## src/rtl/add_sub_serial.sv

```systemverilog
// add_sub_serial: digit-serial WIDTH-bit add/sub (start/sub/a/b in; busy/done/s/co/ovf/zero out), DIGIT bits per clock LSB first
module add_sub_serial #(
  parameter int WIDTH = 8,
  parameter int DIGIT = 2
) (
  input  logic             clk,
  input  logic             rst,
  input  logic             start,
  input  logic             sub,
  input  logic [WIDTH-1:0] a,
  input  logic [WIDTH-1:0] b,
  output logic             busy,
  output logic             done,
  output logic [WIDTH-1:0] s,
  output logic             co,
  output logic             ovf,
  output logic             zero
);
  localparam int N  = WIDTH / DIGIT;
  localparam int CW = N > 1 ? $clog2(N) : 1;
  typedef enum logic [1:0] {IDLE, RUN, DONE} state_t;
  state_t state_q, state_d;
  logic [WIDTH-1:0] a_q, a_d, b_q, b_d, r_q, r_d, s_q, s_d, b_in, r_next;
  logic [WIDTH+DIGIT-1:0] cat;
  logic [CW-1:0] cnt_q, cnt_d;
  logic [DIGIT:0] sum;
  logic carry_q, carry_d, msba_q, msba_d, msbb_q, msbb_d;
  logic co_q, co_d, ovf_q, ovf_d, zero_q, zero_d;
  logic run, accept, last;
  always_comb begin
    run     = state_q == RUN;
    accept  = start && !run;
    last    = run && cnt_q == CW'(N - 1);
    b_in    = sub ? ~b : b;
    sum     = {1'b0, a_q[DIGIT-1:0]} + {1'b0, b_q[DIGIT-1:0]} + {{DIGIT{1'b0}}, carry_q};
    cat     = {sum[DIGIT-1:0], r_q};
    r_next  = cat[WIDTH+DIGIT-1:DIGIT];
    state_d = accept ? RUN : last ? DONE : run ? RUN : IDLE;
    a_d     = accept ? a : run ? a_q >> DIGIT : a_q;
    b_d     = accept ? b_in : run ? b_q >> DIGIT : b_q;
    carry_d = accept ? sub : run ? sum[DIGIT] : carry_q;
    cnt_d   = accept ? '0 : run ? cnt_q + CW'(1) : cnt_q;
    r_d     = run ? r_next : r_q;
    msba_d  = accept ? a[WIDTH-1] : msba_q;
    msbb_d  = accept ? b_in[WIDTH-1] : msbb_q;
    s_d     = last ? r_next : s_q;
    co_d    = last ? sum[DIGIT] : co_q;
    ovf_d   = last ? (msba_q == msbb_q) && (r_next[WIDTH-1] != msba_q) : ovf_q;
    zero_d  = last ? r_next == '0 : zero_q;
  end
  always_ff @(posedge clk or posedge rst) begin
    if (rst) begin
      state_q <= IDLE;
      a_q     <= '0;
      b_q     <= '0;
      r_q     <= '0;
      s_q     <= '0;
      cnt_q   <= '0;
      carry_q <= 1'b0;
      msba_q  <= 1'b0;
      msbb_q  <= 1'b0;
      co_q    <= 1'b0;
      ovf_q   <= 1'b0;
      zero_q  <= 1'b0;
    end else begin
      state_q <= state_d;
      a_q     <= a_d;
      b_q     <= b_d;
      r_q     <= r_d;
      s_q     <= s_d;
      cnt_q   <= cnt_d;
      carry_q <= carry_d;
      msba_q  <= msba_d;
      msbb_q  <= msbb_d;
      co_q    <= co_d;
      ovf_q   <= ovf_d;
      zero_q  <= zero_d;
    end
  end
  assign busy = state_q == RUN;
  assign done = state_q == DONE;
  assign s    = s_q;
  assign co   = co_q;
  assign ovf  = ovf_q;
  assign zero = zero_q;
endmodule
```

## config.mk

```make
export PLATFORM = sky130hd
export DESIGN_NAME = add_sub_serial
export DESIGN_NICKNAME = d
export VERILOG_FILES = /design/src/rtl/add_sub_serial.sv
export SDC_FILE = /design/constraint.sdc
export NUM_CORES = 1
export LEC_CHECK = 0
export ABC_AREA = 1
export ABC_CLOCK_PERIOD_IN_PS = 1920
export BUFFER_PORTS_ARGS = -buffer_cell sky130_fd_sc_hd__buf_2
export CORE_AREA = 2 2 63 65
export CTS_BUF_LIST = sky130_fd_sc_hd__clkbuf_8
export DETAILED_ROUTE_END_ITERATION = 7
export DIE_AREA = 0 0 65 67
export GPL_TIMING_DRIVEN = 0
export PLACE_DENSITY = 0.82
export SYNTH_ARGS = -nofsm -noshare
export SYNTH_HDL_FRONTEND = slang
export SYNTH_SLANG_ARGS = --single-unit
export TNS_END_PERCENT = 5
```

## constraint.sdc

```tcl
create_clock -name clk -period 1.92 [get_ports clk]
set_clock_uncertainty 0.05 [all_clocks]
set_input_delay 0.096 -clock clk [delete_from_list [all_inputs] [get_ports clk]]
set_output_delay 0.096 -clock clk [all_outputs]
set_load 0.05 [all_outputs]
```

# --- After elaboration in Yosys (flattened, before gate mapping) ---
# Cells that the tools add are included.
# W data, S select, Z words.
word_totals:
  regBits: 42
  in_bits: 20
  output_inout_bits: 13
  elab_cells: 39
classes:
  n_addsub: 3
  eq_ne: 5
  mux: 12
  bitwise: 1
  reduce_logical: 6
op_table:
  columns: ["operator", "count"]
  rows:
  - ["$mux W8", 5]
  - ["$logic_not A8 Y1", 1]
  - ["$mux W2", 4]
  - ["$not A8 Y8", 1]
  - ["$eq A2 B2 Y1 const B", 2]
  - ["$add A2 B2 Y3", 1]
  - ["$add A3 B1 Y3", 1]
  - ["$logic_and A1 B1 Y1", 3]
  - ["$mux W1", 3]
  - ["$add A2 B1 Y2 const B", 1]
  - ["$eq A2 B1 Y1 const B", 1]
  - ["$reduce_bool A2 Y1", 1]
  - ["$eq A1 B1 Y1", 1]
  - ["$logic_not A1 Y1", 1]
  - ["$ne A1 B1 Y1", 1]

# --- Longest topological paths before layout ---
depth:
  depth_word: 4
  mapped_depth: 7
  depth_no_buf: 7

# --- Worst setup path after synthesis ---
# No wires, ideal clock.
synth_path:
  kind: "register to register"
  startpoint: "register a_q[0]"
  endpoint: "register ovf_q (netlist: ovf)"
  setup_ns: 0.118
  arrival_ns: 1.587
  required_time_ns: 1.752
  path_slack_ns: 0.165
  stages_incl_launch_ff: 7
  n_path_buf: 0
  synth_period_minus_slack_ns: 1.755
  path_cell_list: "dfrtp_1 -> inv_1 -> fa_1 -> fa_1 -> o21bai_1 -> nand3_1 -> nand2_1"
synth_between:
  elab_chain_cells: 4
synth_rtl:
  columns: ["item", "line", "text"]
  rows:
  - ["start, declared", "23", "logic [WIDTH-1:0] a_q, a_d, b_q, b_d, r_q, r_d, s_q, s_d, b_in, r_next;"]
  - ["start signal, assigned", "54", "a_q <= '0;"]
  - ["start signal, assigned", "67", "a_q <= a_d;"]
  - ["$add A2 B2 Y3", "35", "sum = {1'b0, a_q[DIGIT-1:0]} + {1'b0, b_q[DIGIT-1:0]} + {{DIGIT{1'b0}}, carry_q};"]
  - ["$add A3 B1 Y3", "35", null]
  - ["$ne A1 B1 Y1", "48", "ovf_d = last ? (msba_q == msbb_q) && (r_next[WIDTH-1] != msba_q) : ovf_q;"]
  - ["$logic_and A1 B1 Y1", "48", null]
  - ["end signal, assigned", "76", "ovf_q <= ovf_d;"]
  - ["end, declared", "28", "logic co_q, co_d, ovf_q, ovf_d, zero_q, zero_d;"]
# Every way passes these cells.
# A chain may end at the register's enable or synchronous reset.

# --- Worst setup path after layout ---
layout_path:
  startpoint: "register a_q[0]"
  endpoint: "register zero_q (netlist: zero)"
layout_between:
  elab_chain_cells: 3
layout_rtl:
  columns: ["item", "line", "text"]
  rows:
  - ["$add A2 B2 Y3", "35", null]
  - ["$add A3 B1 Y3", "35", null]
  - ["$logic_not A8 Y1", "49", "zero_d = last ? r_next == '0 : zero_q;"]
  - ["end signal, assigned", "77", "zero_q <= zero_d;"]
  - ["end, declared", "28", null]
# Every way passes these cells.

==> run summary <==
The run finished with clean final reports. The clock-pin slew on the worst setup and hold paths is 70 ps. The biggest area contributor in the post-synthesis netlist is dfrtp_1. The cell count after placement is 300, and the relative contribution of combinational cells to total power is 0.485. Starting density of the core: 0.5236.

In this run the cell area measured after placement is 2098 um^2. The number of max-slew violations in the final report is 0, and the wire length per cell after detailed routing is 11.58 um. In the synthesized netlist, the number of instances is 222. The tools report the sequential share of the synthesized area as 0.5302. The number of hold violations in the final report was 0.

Leaving out fill and tap cells, the most frequent cells in the layout are nand2_1, dfrtp_1, buf_2. After floorplanning, the core was divided into 22 placement rows. The time the final worst path needs with I/O delays and setup is 1823 ps.

The static leakage is 1.235 nW, and the clock power share is 0.149. Chip width: 65 um. Entering global routing, the biggest net connects 41 pins. The kind of critical path was reg -> reg. The repair_antennas step left the layout with diodes totalling 0. The floorplan step defined a core boundary enclosing 3606 um^2.

The net switching power is 0.001713 W. The area share of the leading cell type in the synthesized netlist works out to 0.5302. The number of nets handed over by synthesis was 245. VDD sags by at most 0.9543 mV.

The clock sink count came out at 40. For the number of clock buffers inserted by TritonCTS, the log shows 5. The transition at the pin with the smallest max-transition slack is 809.7 ps. The height of the die was 67 um. The sequential power share was 0.366; the number of antenna violations at the first check in global routing was 0. For this design the top-level I/O count stands at 33.

Average via count per standard cell: 4.750. The share of the synthesized area in compound gates (AO/OA/AOI/OAI) came out at 0.06693. Combined global-route utilization of all metal layers: 0.2000. The first global-routing pass estimated 6527 um of wire.

The via count of the first global-routing pass is 1,476, and the adder-cell area share of the yosys netlist is 0.02783. The tools report the estimated wirelength of the detail-placed design as 2543 um. The area growth from synthesis to layout is 20.41%. For this design the ratio of total power to cell area is 1668 nW/um^2. The warning count from the yosys run came out at 0.

By area the synthesized netlist is led by dfrtp_1, nand2_1, nand3_1. The H-tree depth is 2, and the residual antenna-violating net count after detailed routing is 0. Clock latency of the later-clocked register in the worst-skew pair: 290 ps. TritonCTS built the clock tree. Across the run, the number of max-cap violations was 0. Setup repair after global routing left no endpoint under its margin. By area, the combinational part of the netlist is dominated by simple AND/OR/NAND/NOR gates.

The finished cells cover 2273 um^2. Based on the critical path, the design can be clocked at up to 548.6 MHz. The endpoint class of the critical path was a flop.

The overall via count from detail_route was 1,501; the total of flip-flops plus latches after synthesis was 40. Routability-driven placement finished with a final weighted congestion of 0.7905. The floorplan step defined a die boundary enclosing 4355 um^2. The cell area that synthesis handed to floorplanning was 1888 um^2. Synthesis instantiated 20 different standard cells from the library. Dividing the synthesized area by the synthesized cell count gives 8.505 um^2. Proportion of layout cells with a drive suffix above 1: 0.2425. The share of synthesized area spent on multiplexers came out at 0. In this run the worst path has a maximum fanout of 5.

Post-detailed-routing wire length: 3660 um. Final worst-path cycle share: 0.9493. Setup violations remaining at the end of the flow were counted as 0.

The data arrival time of the worst path was 2010 ps; the number of buffers inserted to repair setup after CTS was 0. The library cell used most frequently in the layout, excluding fill and tap cells, is nand2_1. Input and output buffers added on the ports amount to 30.

The number of iterations in the first detailed-routing pass is 4. Summed over all failing endpoints, the final setup total negative slack is 0 ps. The share of synthesized cell area in and, or, nand and nor gates came out at 0.2777. Final standard cell utilization of the core: 0.6305.

The worst min-delay path category was in -> reg. The switching fraction of total power works out to 0.4516. The tools report the residual DRC count as 0.

In this run the clock root is driven by a clkbuf_8. Internal power comes to 0.002079 W. At the worst endpoint, the required time is 2100 ps. The filler cell count is 320. The fraction of synthesized cell area in xor and xnor cells works out to 0.009278. The startpoint class of the critical path was a flop.

In this run the deepest clock path goes through 2 buffers. The remaining max-slew budget at the tightest pin was 0.4594. Violation count after the first detailed-route iteration: 59. After the last flow step, the layout net total stands at 290.

Once layout is complete, the cells apart from fillers number 316. The total congestion overflow came out at 0.
[cell type report]
class                      instances  area [um^2]  share of cell area
sequential                        40         1001              0.4403
timing repair buffer              38        230.2              0.1013
clock buffer                       6        82.58             0.03632
clock inverter                     2        7.507            0.003302
buffer                            10        76.32             0.03357
tap                               48        60.06             0.02642
inverter                          24        90.09             0.03963
multi-input combinational        148        725.7              0.3192
[kinds of logic after synthesis]
family,after synthesis
AO/OA/AOI/OAI,18
AND/OR/NAND/NOR,125
adder cells (fa/ha/maj),3
XOR/XNOR,2
flip-flops,40
buffers and inverters,34
[critical path, stage by stage, from the launching register on]
cell and delay, ps:
dfrtp_1 350, inv_1 60, fa_2 390, fa_2 610, nand2_1 70, nor2_1 100, nand3_1 70, nand2_1 60
[cell usage after synthesis]
library cell and count:
buf_4 3, o21ai_0 8, o21bai_1 1, or2_1 1, nand3_1 28, xor2_1 1, nor2_1 4, inv_1 22
xnor2_1 1, o21ai_2 9, ha_1 1, nor2_2 2, fa_1 2, nand2_2 2, nor2_4 1, buf_6 3
dfrtp_1 40, inv_2 2, nand2_1 87, buf_2 4
[power groups by stage]
stage	clock network, W	registers [W]	logic, W
after floorplan	0	0.00171	0.00109
after global placement	0	0.00138	0.00177
after detailed placement	0	0.00140	0.00182
after CTS	0.000576	0.00139	0.00185
after global routing	0.000619	0.00143	0.00204
final	0.000565	0.00139	0.00184
[state kept, by name, indices dropped and copies added (netlist names)]
name,count
a_q,8
b_q,8
carry_q,1
cnt_q,2
co,1
msba_q,1
msbb_q,1
ovf,1
r_q,6
s,8
state_q,2
zero,1
[per-layer routing]
metal,routed length (um),up-vias,track usage
li1,-,775,-
met1,1655,684,0.2398
met2,1784,36,0.3466
met3,167,6,0.05574
met4,53,0,0.06649
met5,0,-,0
[timing repair]
action	4_1_cts	5_1_grt
hold buffers	8	0
endpoints found under the setup margin	0	2
endpoints found under the hold margin	48	0
gates resized for setup	0	2
[final timing paths]
kind | start | to | slack [ps] | cells after the start
setup reg to reg | a_q[0] | zero | 100 | 7
hold / removal | a[3] | a_q[3] | 5 | 3
min in group asynchronous | rst | s[1] | 450 | 3
setup / recovery | a_q[0] | zero | 100 | 7
hold reg to reg | s[2] | s[2] | 430 | 2
max in group asynchronous | rst | a_q[2] | 860 | 3
[metrics by stage]
| stage | total power (W) | hold WS [ps] | worst slack [ps] |
|---|---|---|---|
| global placement | 0.003157 | 239.7 | 81.52 |
| finish | 0.003792 | 4.501 | 97.29 |
| CTS | 0.003811 | 1.320 | 24.17 |
| floorplan | 0.002800 | 155.6 | 165.4 |
| detailed placement | 0.003219 | 262.0 | 47.14 |
| global route | 0.004092 | 21.59 | 4.633 |
Note: power is estimated with default switching activity, not from simulation.
